### config.mk
export PLATFORM = sky130hd
export DESIGN_NAME = phaser_ref_lock_ctrl
export DESIGN_NICKNAME = d
export VERILOG_FILES = /design/src/rtl/phaser_ctrl_pkg.sv /design/src/rtl/sync_2ff.sv /design/src/rtl/phaser_ref_lock_ctrl.sv
export SDC_FILE = /design/constraint.sdc
export NUM_CORES = 1
export LEC_CHECK = 0
export ABC_AREA = 1
export BUFFER_PORTS_ARGS = -buffer_cell sky130_fd_sc_hd__buf_4
export CAP_MARGIN = 25
export CORE_ASPECT_RATIO = 1.25
export CORE_MARGIN = 2
export CORE_UTILIZATION = 40
export CTS_CLUSTER_DIAMETER = 80
export CTS_CLUSTER_SIZE = 16
export DETAILED_ROUTE_END_ITERATION = 6
export HOLD_SLACK_MARGIN = 0.02
export PLACE_DENSITY = 0.57
export SKIP_LAST_GASP = 1
export SYNTH_ARGS = -nofsm -noshare
export SYNTH_HDL_FRONTEND = slang
export SYNTH_SLANG_ARGS = --single-unit
### constraint.sdc
create_clock -name CLK -period 2.25 [get_ports CLK]
set_input_delay 0.225 -clock CLK [delete_from_list [all_inputs] [get_ports CLK]]
set_output_delay 0.225 -clock CLK [all_outputs]
set_load 0.02 [all_outputs]
### src/rtl/phaser_ctrl_pkg.sv
// Shared state encoding, counter widths and helpers for the PHASER_REF
// lock controllers.
package phaser_ctrl_pkg;

  typedef enum logic [2:0] {
    ST_PWRDN  = 3'd0,
    ST_RESET  = 3'd1,
    ST_WAIT   = 3'd2,
    ST_STABLE = 3'd3,
    ST_READY  = 3'd4,
    ST_FAIL   = 3'd5,
    ST_SLEEP  = 3'd6
  } phref_state_e;

  localparam int LOSS_CNT_W = 8;
  localparam int RETRY_W    = 3;

  typedef struct packed {
    logic pwrdwn;
    logic rst;
    logic ready;
    logic fail;
  } phref_outs_t;

  // Pin/status levels presented while resident in a given state.
  function automatic phref_outs_t state_outs(input phref_state_e st);
    phref_outs_t o;
    case (st)
      ST_PWRDN:  o = '{pwrdwn: 1'b1, rst: 1'b1, ready: 1'b0, fail: 1'b0};
      ST_RESET:  o = '{pwrdwn: 1'b0, rst: 1'b1, ready: 1'b0, fail: 1'b0};
      ST_READY:  o = '{pwrdwn: 1'b0, rst: 1'b0, ready: 1'b1, fail: 1'b0};
      ST_FAIL:   o = '{pwrdwn: 1'b1, rst: 1'b1, ready: 1'b0, fail: 1'b1};
      ST_SLEEP:  o = '{pwrdwn: 1'b1, rst: 1'b1, ready: 1'b0, fail: 1'b0};
      default:   o = '{pwrdwn: 1'b0, rst: 1'b0, ready: 1'b0, fail: 1'b0};
    endcase
    return o;
  endfunction

  // Narrowest cycle timer that can reach every terminal count.
  function automatic int min_cnt_w(input int pwrdn_cycles, input int rst_cycles,
                                   input int lock_timeout, input int stable_cycles);
    int m;
    m = pwrdn_cycles;
    if (rst_cycles > m)    m = rst_cycles;
    if (lock_timeout > m)  m = lock_timeout;
    if (stable_cycles > m) m = stable_cycles;
    return $clog2(m + 1);
  endfunction

endpackage

### src/rtl/sync_2ff.sv
// Two-flop single-bit synchronizer; data path carries no reset so the
// flops can be placed as a plain synchronizer pair.
module sync_2ff (
  input  logic clk,
  input  logic d,
  output logic q
);

  logic meta_q;
  logic sync_q;

  always_ff @(posedge clk) begin
    meta_q <= d;
    sync_q <= meta_q;
  end

  assign q = sync_q;

endmodule

### src/rtl/phaser_ref_lock_ctrl.sv
// PHASER_REF sequencer: power-down / reset pacing, lock qualification with
// timeout retries, lock-loss recovery, sleep handling and READY/FAIL status.
module phaser_ref_lock_ctrl
  import phaser_ctrl_pkg::*;
#(
  parameter int PWRDN_CYCLES  = 16,
  parameter int RST_CYCLES    = 16,
  parameter int LOCK_TIMEOUT  = 4096,
  parameter int STABLE_CYCLES = 64,
  parameter int MAX_RETRY     = 3,
  parameter int CNT_W         = 16
) (
  input  logic       CLK,
  input  logic       RST,
  input  logic       LOCKED_IN,
  input  logic       RESTART,
  input  logic       SLEEP_REQ,
  output logic       PHREF_PWRDWN,
  output logic       PHREF_RST,
  output logic       READY,
  output logic       FAIL,
  output logic [2:0] RETRY_CNT,
  output logic [7:0] LOSS_CNT,
  output logic [2:0] STATE
);

  // An undersized CNT_W is widened rather than allowed to wrap short.
  localparam int CNT_MIN     = min_cnt_w(PWRDN_CYCLES, RST_CYCLES, LOCK_TIMEOUT, STABLE_CYCLES);
  localparam int TMR_W       = (CNT_W > CNT_MIN) ? CNT_W : CNT_MIN;
  localparam int RETRY_LIMIT = (MAX_RETRY > 7) ? 7 : MAX_RETRY;

  localparam logic [TMR_W-1:0]   PWRDN_LAST  = TMR_W'(PWRDN_CYCLES - 1);
  localparam logic [TMR_W-1:0]   RST_LAST    = TMR_W'(RST_CYCLES - 1);
  localparam logic [TMR_W-1:0]   TMO_LAST    = TMR_W'(LOCK_TIMEOUT - 1);
  // The WAIT cycle that first sees lock_s counts toward the stable run.
  localparam logic [TMR_W-1:0]   STABLE_LAST = TMR_W'((STABLE_CYCLES > 1) ? STABLE_CYCLES - 2 : 0);
  localparam logic [RETRY_W-1:0] RETRY_MAX   = RETRY_W'(RETRY_LIMIT);

  phref_state_e            state_q, state_d;
  logic [TMR_W-1:0]        timer_q, timer_d;
  logic [TMR_W-1:0]        tmo_q, tmo_d;
  logic [RETRY_W-1:0]      retry_q, retry_d;
  logic [LOSS_CNT_W-1:0]   loss_q, loss_d;
  phref_outs_t             outs_q, outs_d;
  logic                    lock_s;
  logic                    in_lock_win;
  logic                    tmo_hit;

  sync_2ff u_lock_sync (
    .clk (CLK),
    .d   (LOCKED_IN),
    .q   (lock_s)
  );

  assign in_lock_win = (state_q == ST_WAIT) || (state_q == ST_STABLE);
  assign tmo_hit     = in_lock_win && (tmo_q == TMO_LAST);

  always_comb begin
    state_d = state_q;
    retry_d = retry_q;
    loss_d  = loss_q;
    if (RESTART) begin
      state_d = ST_PWRDN;
      retry_d = '0;
    end else if (SLEEP_REQ && (state_q != ST_FAIL)) begin
      state_d = ST_SLEEP;
    end else begin
      case (state_q)
        ST_PWRDN:  if (timer_q == PWRDN_LAST) state_d = ST_RESET;
        ST_RESET:  if (timer_q == RST_LAST) state_d = ST_WAIT;
        ST_WAIT, ST_STABLE: begin
          if (tmo_hit) begin
            if (retry_q < RETRY_MAX) begin
              retry_d = retry_q + 1'b1;
              state_d = ST_PWRDN;
            end else begin
              state_d = ST_FAIL;
            end
          end else if (state_q == ST_WAIT) begin
            if (lock_s) state_d = (STABLE_CYCLES > 1) ? ST_STABLE : ST_READY;
          end else if (!lock_s) begin
            state_d = ST_WAIT;
          end else if (timer_q == STABLE_LAST) begin
            state_d = ST_READY;
          end
        end
        ST_READY: begin
          if (!lock_s) begin
            if (loss_q != '1) loss_d = loss_q + 1'b1;
            state_d = ST_PWRDN;
          end
        end
        ST_FAIL:   state_d = ST_FAIL;
        ST_SLEEP:  state_d = ST_PWRDN;
        default:   state_d = ST_PWRDN;
      endcase
    end
    if ((state_d == ST_READY) && (state_q != ST_READY)) retry_d = '0;
  end

  // Timer restarts on any entry (including RESTART back into PWRDN); tmo spans WAIT+STABLE.
  always_comb begin
    if (RESTART || (state_d != state_q)) timer_d = '0;
    else if (timer_q != '1)              timer_d = timer_q + 1'b1;
    else                                 timer_d = timer_q;

    if (in_lock_win && ((state_d == ST_WAIT) || (state_d == ST_STABLE))) tmo_d = tmo_q + 1'b1;
    else                                                                  tmo_d = '0;

    outs_d = state_outs(state_d);
  end

  always_ff @(posedge CLK) begin
    if (RST) begin
      state_q <= ST_PWRDN;
      timer_q <= '0;
      tmo_q   <= '0;
      retry_q <= '0;
      loss_q  <= '0;
      outs_q  <= state_outs(ST_PWRDN);
    end else begin
      state_q <= state_d;
      timer_q <= timer_d;
      tmo_q   <= tmo_d;
      retry_q <= retry_d;
      loss_q  <= loss_d;
      outs_q  <= outs_d;
    end
  end

  assign PHREF_PWRDWN = outs_q.pwrdwn;
  assign PHREF_RST    = outs_q.rst;
  assign READY        = outs_q.ready;
  assign FAIL         = outs_q.fail;
  assign RETRY_CNT    = retry_q;
  assign LOSS_CNT     = loss_q;
  assign STATE        = state_q;

endmodule
* Word level (Yosys, flattened, before mapping)
Cells that the tools add are included.
** Cells by class
- Add/subtract/negate cells :: 4
- Order comparisons :: 1
- Eq/ne operators :: 19
- Mux-type cells :: 13
- Bitwise logic cells :: 4
- Reduce and logical (&&, ||, !) cells :: 16
** Operators by type and width (count)
- 3-bit 2-to-1 mux :: 11
- 16-bit by 1-bit adder with 16-bit output, second input constant :: 2
- 16-bit by 12-bit == test with 1-bit output, second input constant :: 1
- 16-bit by 4-bit == test with 1-bit output, second input constant :: 1
- 16-bit by 6-bit == test with 1-bit output, second input constant :: 1
- 16-bit inequality test, second input constant :: 1
- 4-bit one-hot mux with 4 select lines :: 1
- 3-bit == test, second input constant :: 5
- 3-bit one-hot mux with 5 select lines :: 1
- 3-bit by 2-bit == test with 1-bit output, second input constant :: 4
- 8-bit by 1-bit adder with 8-bit output, second input constant :: 1
- 8-bit inequality test, second input constant :: 1
- 2-bit OR reduction :: 4
- 3-bit by 1-bit == test with 1-bit output, second input constant :: 2
- 3-bit logical NOT :: 2
- 3-bit inequality test, second input constant :: 2
- 5-bit AND reduction :: 1
- 1-bit logical AND :: 4
- 1-bit inverter :: 4
- 4-bit AND reduction :: 1
- 3-bit by 1-bit adder with 3-bit output, second input constant :: 1
- 1-bit logical OR :: 3
- 3-bit by 2-bit less-than comparator with 1-bit output, second input constant :: 1
- 3-bit inequality test :: 1
- 3-bit OR reduction :: 1
** Word-level totals
- Bits in registers :: 52
- Input port bits :: 5
- Output and inout port bits :: 18
- Logic and storage cells :: 68

* Longest topological paths before layout
Gate-level depths: netlist of run 1.
- Depth after elaboration :: 13
- Depth in mapped cells :: 18
- Depth with buffers taken out :: 17

* Modules after synthesis
A second synthesis of run 1 with hierarchy kept.
** Unflattened totals
- Cells, all modules :: 333
- Area total of the unflattened synthesis :: 2643.8 um^2
** Modules (own cells, without submodules)
- phaser_ref_lock_ctrl :: times used 1, cells an instance 331, area an instance 2603.7 um^2, seq. area each 1001.0 um^2
- sync_2ff :: times used 1, cells an instance 2, area an instance 40.0 um^2, seq. area each 40.0 um^2

* Worst setup path after synthesis of run 1
Ideal clock, no wire load.
- Path kind :: flip-flop to flip-flop
- Start point :: register state_q[1], in the netlist STATE[1]
- End point :: register timer_q[4]
- Library setup time :: 0.120 ns
- Arrival time :: 1.825 ns
- Required time :: 2.130 ns
- Setup slack :: 0.305 ns
- Stages on the path, launching flop included :: 16
- Path buffers :: 1
- Period minus slack after synthesis :: 1.945 ns
- Path through :: dfxtp_1 inv_2 nor2_8 and3_2 nand3_2 nand2_1 inv_1 nand2_1 nand3_2 nand2_4 nand2_1 nand2_1 inv_2 nand2_4 buf_12 nor2_4
** On the way
- Longest elaborated chain between the ends :: 10
- Elaborated cells between the ends (all ways) :: 25
- Classes of those cells :: 7 x eq/ne; 11 x mux; 7 x reduce/logical
** RTL lines
- start, declared :: RTL line phaser_ref_lock_ctrl.sv:39 : phref_state_e state_q, state_d;
- start signal, assigned :: RTL line phaser_ref_lock_ctrl.sv:122 : state_q <= state_d;
- 3-bit 2-to-1 mux, or another cell as far along :: RTL line phaser_ref_lock_ctrl.sv:83 : end else if (timer_q == STABLE_LAST) begin
- 3-bit 2-to-1 mux or 1-bit logical OR (tied branches) :: RTL line phaser_ref_lock_ctrl.sv:81, phaser_ref_lock_ctrl.sv:55
- 3-bit 2-to-1 mux or 1-bit logical AND (tied branches) :: RTL line phaser_ref_lock_ctrl.sv:79, phaser_ref_lock_ctrl.sv:56
- 3-bit 2-to-1 mux :: RTL line phaser_ref_lock_ctrl.sv:72 : if (tmo_hit) begin
- 3-bit one-hot mux with 5 select lines :: RTL line phaser_ref_lock_ctrl.sv:68 : case (state_q)
- 3-bit 2-to-1 mux :: RTL line phaser_ref_lock_ctrl.sv:65 : end else if (SLEEP_REQ && (state_q != ST_FAIL)) begin
- 3-bit 2-to-1 mux :: RTL line phaser_ref_lock_ctrl.sv:62 : if (RESTART) begin
- 3-bit inequality test * :: RTL line phaser_ref_lock_ctrl.sv:103 : if (RESTART || (state_d != state_q)) timer_d = '0;
- 1-bit logical OR * :: RTL line phaser_ref_lock_ctrl.sv:103
- 2-bit OR reduction (no line) *
- end signal, assigned :: RTL line phaser_ref_lock_ctrl.sv:123 : timer_q <= timer_d;
- end, declared :: RTL line phaser_ref_lock_ctrl.sv:40 : logic [TMR_W-1:0] timer_q, timer_d;
Mark *: on every way between the ends. The rest lies on a longest branch, timed or not.
A chain may end at the register's enable or synchronous reset.

* Worst setup path after layout of run 1
- Start point :: register tmo_q[1]
- End point :: register timer_q[0]
** On the way
- Longest elaborated chain between the ends :: 9
** RTL lines
- start, declared :: RTL line phaser_ref_lock_ctrl.sv:41 : logic [TMR_W-1:0] tmo_q, tmo_d;
- start signal, assigned :: RTL line phaser_ref_lock_ctrl.sv:124 : tmo_q <= tmo_d;
- 16-bit by 12-bit == test with 1-bit output :: RTL line phaser_ref_lock_ctrl.sv:56 : assign tmo_hit = in_lock_win && (tmo_q == TMO_LAST);
- 1-bit logical AND :: RTL line phaser_ref_lock_ctrl.sv:56
- 3-bit 2-to-1 mux :: RTL line phaser_ref_lock_ctrl.sv:72
- 3-bit one-hot mux with 5 select lines :: RTL line phaser_ref_lock_ctrl.sv:68
- 3-bit 2-to-1 mux :: RTL line phaser_ref_lock_ctrl.sv:65
- 3-bit 2-to-1 mux :: RTL line phaser_ref_lock_ctrl.sv:62
- 3-bit inequality test :: RTL line phaser_ref_lock_ctrl.sv:103
- 1-bit logical OR :: RTL line phaser_ref_lock_ctrl.sv:103
- 2-bit OR reduction (no line)
Every way passes these cells.

==> results of run 1 <==
state kept, by name (all words and copies together) (netlist names):
register            count
READY                   1
u_lock_sync.q           1
tmo_q                  16
FAIL                    1
LOSS_CNT                8
timer_q                16
RETRY_CNT               3
PHREF_PWRDWN            1
PHREF_RST               1
STATE                   3
u_lock_sync.meta_q      1
worst min path at each step:
stage | start | end | slack [ns]
after CTS | RST | STATE[0] | 0.16
after floorplan | LOCKED_IN | u_lock_sync.meta_q | 0.25
after global routing | RST | STATE[0] | 0.16
after detailed placement | u_lock_sync.meta_q | u_lock_sync.q | 0.33
after global placement | u_lock_sync.meta_q | u_lock_sync.q | 0.31
final | RST | STATE[0] | 0.16
area by class of cell:
type / instances / area [sq um] / area share
multi-input combinational: 247 / 1490 / 0.473
inverter: 30 / 113 / 0.0357
tap: 87 / 109 / 0.0345
sequential: 52 / 1050 / 0.333
clock inverter: 2 / 15.0 / 0.00476
timing repair buffer: 34 / 295 / 0.0937
clock buffer: 6 / 82.6 / 0.0262
cell families (layout without fill, tap and decap cells):
kind of cell | count (synthesis) | in the layout | synth area share
buf+inv | 34 | 72 | 0.0563
xor+xnor | 27 | 27 | 0.0894
simple gates | 191 | 191 | 0.381
flops | 52 | 52 | 0.394
compound gates | 23 | 23 | 0.0516
fa+ha+maj | 5 | 5 | 0.0237
mux | 1 | 1 | 0.00426
power by group through the flow:
stage / clock [mW] / combinational (mW) / sequential (mW)
2_1_floorplan: 0 / 0.0688 / 0.962
3_3_place_gp: 0 / 0.109 / 0.958
3_5_place_dp: 0 / 0.109 / 0.958
4_1_cts: 0.583 / 0.111 / 0.936
5_1_grt: 0.611 / 0.133 / 0.937
6_report: 0.555 / 0.120 / 0.935
cells in the final DEF (no fill, tap or decap), drive strengths merged:
cell type / Yosys / layout
and3: 3 / 3
o21bai: 1 / 1
a21oi: 11 / 11
buf: 3 / 33
nor3: 8 / 8
a221oi: 1 / 1
o211ai: 1 / 1
clkinvlp: 0 / 2
nand3: 22 / 22
o21ai: 6 / 6
nor2: 74 / 74
xor2: 20 / 20
mux2: 1 / 1
inv: 30 / 30
xnor2: 7 / 7
ha: 5 / 5
nand2: 65 / 65
nand4: 11 / 11
dfxtp: 52 / 52
clkbuf: 1 / 6
nand3b: 3 / 3
a31oi: 1 / 1
dlygate4sd3: 0 / 1
nor4: 2 / 2
or2: 1 / 1
o21a: 2 / 2
nor3b: 2 / 2
critical path, delay by kind of cell (launching register included):
family / cells / cell delay, ns
buffers and inverters: 3 / 0.24
adder cells (fa/ha/maj): 1 / 0.16
AND/OR/NAND/NOR: 13 / 1.22
flip-flops: 1 / 0.36
timing repair:
item / in CTS / in global routing
setup buffers: 0 / 2
endpoints found under the setup margin: 0 / 21
resized for setup: 0 / 13
endpoints found under the hold margin: 1 / 0
hold buffers: 1 / 0
routing by layer:
| metal | routed length (um) | share of wire | track usage |
|---|---|---|---|
| met5 | 0 | 0 | 0 |
| met4 | 50 | 0.0098 | 0.0652 |
| met3 | 117 | 0.023 | 0.0335 |
| met2 | 2570 | 0.51 | 0.265 |
| met1 | 2350 | 0.46 | 0.174 |
==> reports/metrics.yaml, run 1 <==
status:
  status: "completed"
timing:
  fin_crit_ns: 2.07
  slew_viol_final: 0
  fin_skew_ns: 0.0121
  fmaxAchievable_mhz: 483
  setup_slack_ns: 0.181
  setup_violations: 0
  whs_ns: 0.159
  finalCritPeriodShare: 0.920
  maxSlewHeadroom: 0.666
  final_hold_viol_count: 0
  fin_tns_setup_ns: 0
  grt_setup_unrepaired: "yes"
  tightest_slew_ns: 0.496
die:
  initial_core_util: 0.408
  rows: 33
  io_pins: 23
  fp.coreArea_sq_um: 6480
  die-area_sq_um: 7280
  die_w_um: 76.7
  die_h_um: 94.9
critical_path:
  worst_setup_path_end_kind: "flip-flop"
  critPathLaunchType: "flip-flop"
  crit_end: "timer_q[0]"
  critPathKind: "flip-flop to flip-flop"
  worstPathMaxFanout: 8
  cpPeakStageDelay_ns: 0.36
  timing.rr.start: "tmo_q[1]"
  arrival_ns: 2.27
  required_ns: 2.45
  r2r-end: "timer_q[0]"
  critPathLaunch: "tmo_q[1]"
  rr_worst_depth: 17
  reg2reg_slack_ns: 0.18
  crit_chain: "ha_4 -> nand3_4 -> nor2_4 -> nand2_4 -> nor2_8 -> nand3_2 -> nand2_2 -> inv_1 -> nand2_1 -> nand3_2 -> nand2_4 -> nand2_1 -> nand2_1 -> inv_2 -> nand2_8 -> buf_12 -> nor2_4"
  slowest_stage: "dfxtp_2"
  cpMostUsedCell: "nand2_1"
placed_design:
  dpl.hpwl_um: 3770
  dp_slack_ns: 0.136
  dpl.cell_count: 447
  dpl-instance-area_sq_um: 2970
  gp_congestion: 0.804
  io_buffer_count: 22
drt:
  drtIter0Drc: 52
  drc_errors: 0
  routed_via_density: 4.71
  drt_first_pass_iters: 4
  wirelength_um: 5090
  wl_per_cell_um: 11.1
  detail-route-antenna-nets: 0
  vias: 2155
synth:
  synthTopCellsByCount: "nor2_1 (58), nand2_1 (56), dfxtp_1 (52)"
  ys_seq_elements: 52
  yosysMostFrequentCell: "nor2_1"
  synth_area_leaders: "dfxtp_1 (39%), nor2_1 (8.2%), nand2_1 (8.0%), xor2_1 (6.6%), nor2_4 (5.1%)"
  syn-mean-instance-area_sq_um: 7.94
  yosys.area.top_type: "dfxtp_1"
  synthCells: 333
  synth_fp_nets: 343
  synth_top_area_share: 0.394
  synth-seq-area-share: 0.394
  synth_warnings: 0
  synth_cell_types: 36
  synthArstFlopShare: 0
  synth_edf_count: 0
  syn_area_sq_um: 2640
  synth-main-ff-cell: "dfxtp_1"
cells_and_area:
  nNetsFinal: 380
  area_delta_synth_final_pct: 19.3
  drive_gt1_frac: 0.232
  n_antenna_cell: 0
  final_cell_area_sq_um: 3150
  fillerInstances: 657
  final_util: 0.486
  fin_cells: 458
clocking:
  clk_pin_slew_ns: 0.10
  clk_latency_ns: 0.31
  h-tree-depth: 2
  clockBufferDepth: 2
  clock_sinks: 52
  cts_tree: "built"
  root_buffer: "clkbuf_8"
  cts_buffers: 5
worst_hold_path:
  hold_path.class: "primary input to flip-flop"
  holdPathStages: 2
flow_run:
  maxCapViolations: 0
power_and_ir_drop:
  internal_power_mw: 1.23
  power.leakage_nw: 1.29
  p_switching_mw: 0.384
  powerDensity_nw_per_um2: 511
  power.total_mw: 1.61
  p_seq_frac: 0.581
  p_comb_frac: 0.075
  p_sw_frac: 0.238
  peakVddDrop_uv: 228
  power.share.clock: 0.345
global_route:
  track_usage: 0.150
  grt_pass1_wl_um: 8860
  antenna_found_initial: 0
  grt_pass1_vias: 2081
  grt.overflow.total: 0
  grt_max_degree: 17
(Power assumes the default switching activity.)
==> inputs of run 2 (changes only) <==
--- a/config.mk
+++ b/config.mk
@@ -8,13 +8,12 @@
 export ABC_AREA = 1
 export BUFFER_PORTS_ARGS = -buffer_cell sky130_fd_sc_hd__buf_4
 export CAP_MARGIN = 25
-export CORE_ASPECT_RATIO = 1.25
 export CORE_MARGIN = 2
 export CORE_UTILIZATION = 40
 export CTS_CLUSTER_DIAMETER = 80
-export CTS_CLUSTER_SIZE = 16
+export CTS_CLUSTER_SIZE = 40
 export DETAILED_ROUTE_END_ITERATION = 6
-export HOLD_SLACK_MARGIN = 0.02
+export HOLD_SLACK_MARGIN = 0.12
 export PLACE_DENSITY = 0.57
 export SKIP_LAST_GASP = 1
 export SYNTH_ARGS = -nofsm -noshare
==> run 2 against run 1 <==
  * Setup slack gained 0.027 ns
  * Global-route usage fell by 0.92 points
  * Critical endpoint is now timer_q[6]
  * Die area is essentially flat
  * Sequential power is essentially flat
  * Non-clock buffer count up 1
  * Utilization is 0.15 points higher
  * Total power shrank 2.3%
  * Design area fell by 1.2%
  * Cell count decreased by 2.0%
==> reports/metrics.yaml, run 2 (same netlist as run 1, synthesis figures left out) <==
power_and_ir_drop:
  peakVddDrop_uv: 261
  p_sw_frac: 0.242
  p_comb_frac: 0.068
  p_seq_frac: 0.595
  p_switching_mw: 0.381
  powerDensity_nw_per_um2: 505
  internal_power_mw: 1.19
  power.share.clock: 0.336
  power.leakage_nw: 1.29
placed_design:
  dpl.hpwl_um: 3750
  io_buffer_count: 22
  gp_congestion: 0.756
drt:
  wl_met3_um: 234
  top_layer: "met4"
  drc_errors: 0
  vias: 2099
  detail-route-antenna-nets: 0
  wirelength_um: 4880
  drtIter0Drc: 77
  drt_first_pass_iters: 4
  routed_via_density: 4.67
  m1WireLength_um: 2560
  wl_per_cell_um: 10.9
  wl_met2_um: 2040
global_route:
  grt_max_degree: 17
  antenna_found_initial: 0
  grt.overflow.total: 0
  track_usage: 0.141
  grt_pass1_wl_um: 8410
  grt_pass1_vias: 1921
timing:
  setup_violations: 0
  final_hold_viol_count: 0
  whs_ns: 0.159
  fin_crit_ns: 2.04
  maxSlewHeadroom: 0.662
  fin_skew_ns: 0.0135
  fmaxAchievable_mhz: 490
  fin_tns_setup_ns: 0
  tightest_slew_ns: 0.502
  slew_viol_final: 0
  finalCritPeriodShare: 0.908
  grt_setup_unrepaired: "no"
die:
  io_pins: 23
  die_h_um: 85.3
  fp.coreArea_sq_um: 6390
  die-area_sq_um: 7280
  initial_core_util: 0.414
  rows: 29
  die_w_um: 85.3
critical_path:
  worst_setup_path_end_kind: "flip-flop"
  slowest_stage: "dfxtp_4"
  cpPeakStageDelay_ns: 0.38
  worstPathMaxFanout: 7
  reg2reg_slack_ns: 0.21
  arrival_ns: 2.28
  critPathKind: "flip-flop to flip-flop"
  crit_chain: "ha_4 -> nand3_4 -> nor2_4 -> nand2_4 -> nor2_8 -> nand2_2 -> nand2_1 -> nand2_1 -> nand2_2 -> nand2_2 -> nand2_1 -> nand2_2 -> nor2_4 -> nand2_8 -> buf_12 -> nor2_1"
  cpMostUsedCell: "nand2_2"
  critPathLaunchType: "flip-flop"
  required_ns: 2.49
cells_and_area:
  n_antenna_cell: 0
  layout_common_cells: "nor2_1 (58), nand2_1 (56), dfxtp_1 (49)"
  fillerInstances: 629
  regArea_sq_um: 1050
  nNetsFinal: 381
  layout_commonest_cell: "nor2_1"
  final_util: 0.488
  drive_gt1_frac: 0.223
  area_delta_synth_final_pct: 17.8
  multi_input_area_sq_um: 1490
flow_run:
  maxCapViolations: 0
clocking:
  clock_sinks: 52
  cts_tree: "built"
  h-tree-depth: 2
  root_buffer: "clkbuf_8"
  clk_latency_ns: 0.30
  cts_buffers: 5
  clockBufferDepth: 2
  clk_pin_slew_ns: 0.10
status:
  status: "completed"
worst_hold_path:
  hold_path.class: "primary input to flip-flop"
==> run 2: changes by cell type in the layout (fill, tap and decap cells not counted), sizes merged <==
cell,delta
inv,+1
clkinvlp,-2
buf,+1
clkinv,+1
==> run 2: final timing paths <==
path,depth (start not counted),end,start
worst max register to register,16,timer_q[6],tmo_q[0]
worst max-delay path,16,timer_q[6],tmo_q[0]
worst min register to register,0,u_lock_sync.q,u_lock_sync.meta_q
worst min-delay path,2,STATE[2],RST
==> run 2: final cells by class <==
cell class / count / area share
well taps: 77 / 0.0309
multi-input cells: 247 / 0.478
clock buffers: 6 / 0.0233
inverters: 30 / 0.0361
clock inverters: 2 / 0.00442
flip-flops and latches: 52 / 0.336
repair buffers: 35 / 0.0916
==> run 2: per-stage QoR <==
step / area (sq um) / total power [mW] / cells / worst slack, ns
2_1_floorplan: 2640 / 1.03 / 333 / 0.305
3_3_place_gp: 2960 / 1.06 / 438 / 0.144
3_5_place_dp: 2960 / 1.06 / 438 / 0.0802
4_1_cts: 3050 / 1.60 / 447 / 0.0574
5_1_grt: 3120 / 1.66 / 449 / 0.00827
6_report: 3120 / 1.57 / 449 / 0.208
==> run 2: critical path: cells and delay by family, from the launching register on <==
family | cells | cell delay [ns]
buffers and inverters | 1 | 0.15
adders and majority gates | 1 | 0.15
DFF | 1 | 0.38
and+or+nand+nor | 14 | 1.29
==> run 2: layer usage <==
metal / track usage / vias to the layer above
li1: - / 1153
met2: 0.217 / 29
met3: 0.0389 / 5
met4: 0.0433 / 0
met1: 0.192 / 912
met5: 0 / -
==> run 2: power groups by stage <==
stage | logic (mW) | clock network (mW) | registers, mW
6_report | 0.108 | 0.529 | 0.937
5_1_grt | 0.119 | 0.598 | 0.938
4_1_cts | 0.104 | 0.558 | 0.938
3_5_place_dp | 0.103 | 0 | 0.959
3_3_place_gp | 0.103 | 0 | 0.959
2_1_floorplan | 0.0688 | 0 | 0.962
==> run 2: timing repair <==
item | in CTS | in global routing
setup buffers | 0 | 2
hold buffers | 1 | 0
resized for setup | 0 | 11
endpoints found under the setup margin | 0 | 13
endpoints found under the hold margin | 1 | 0
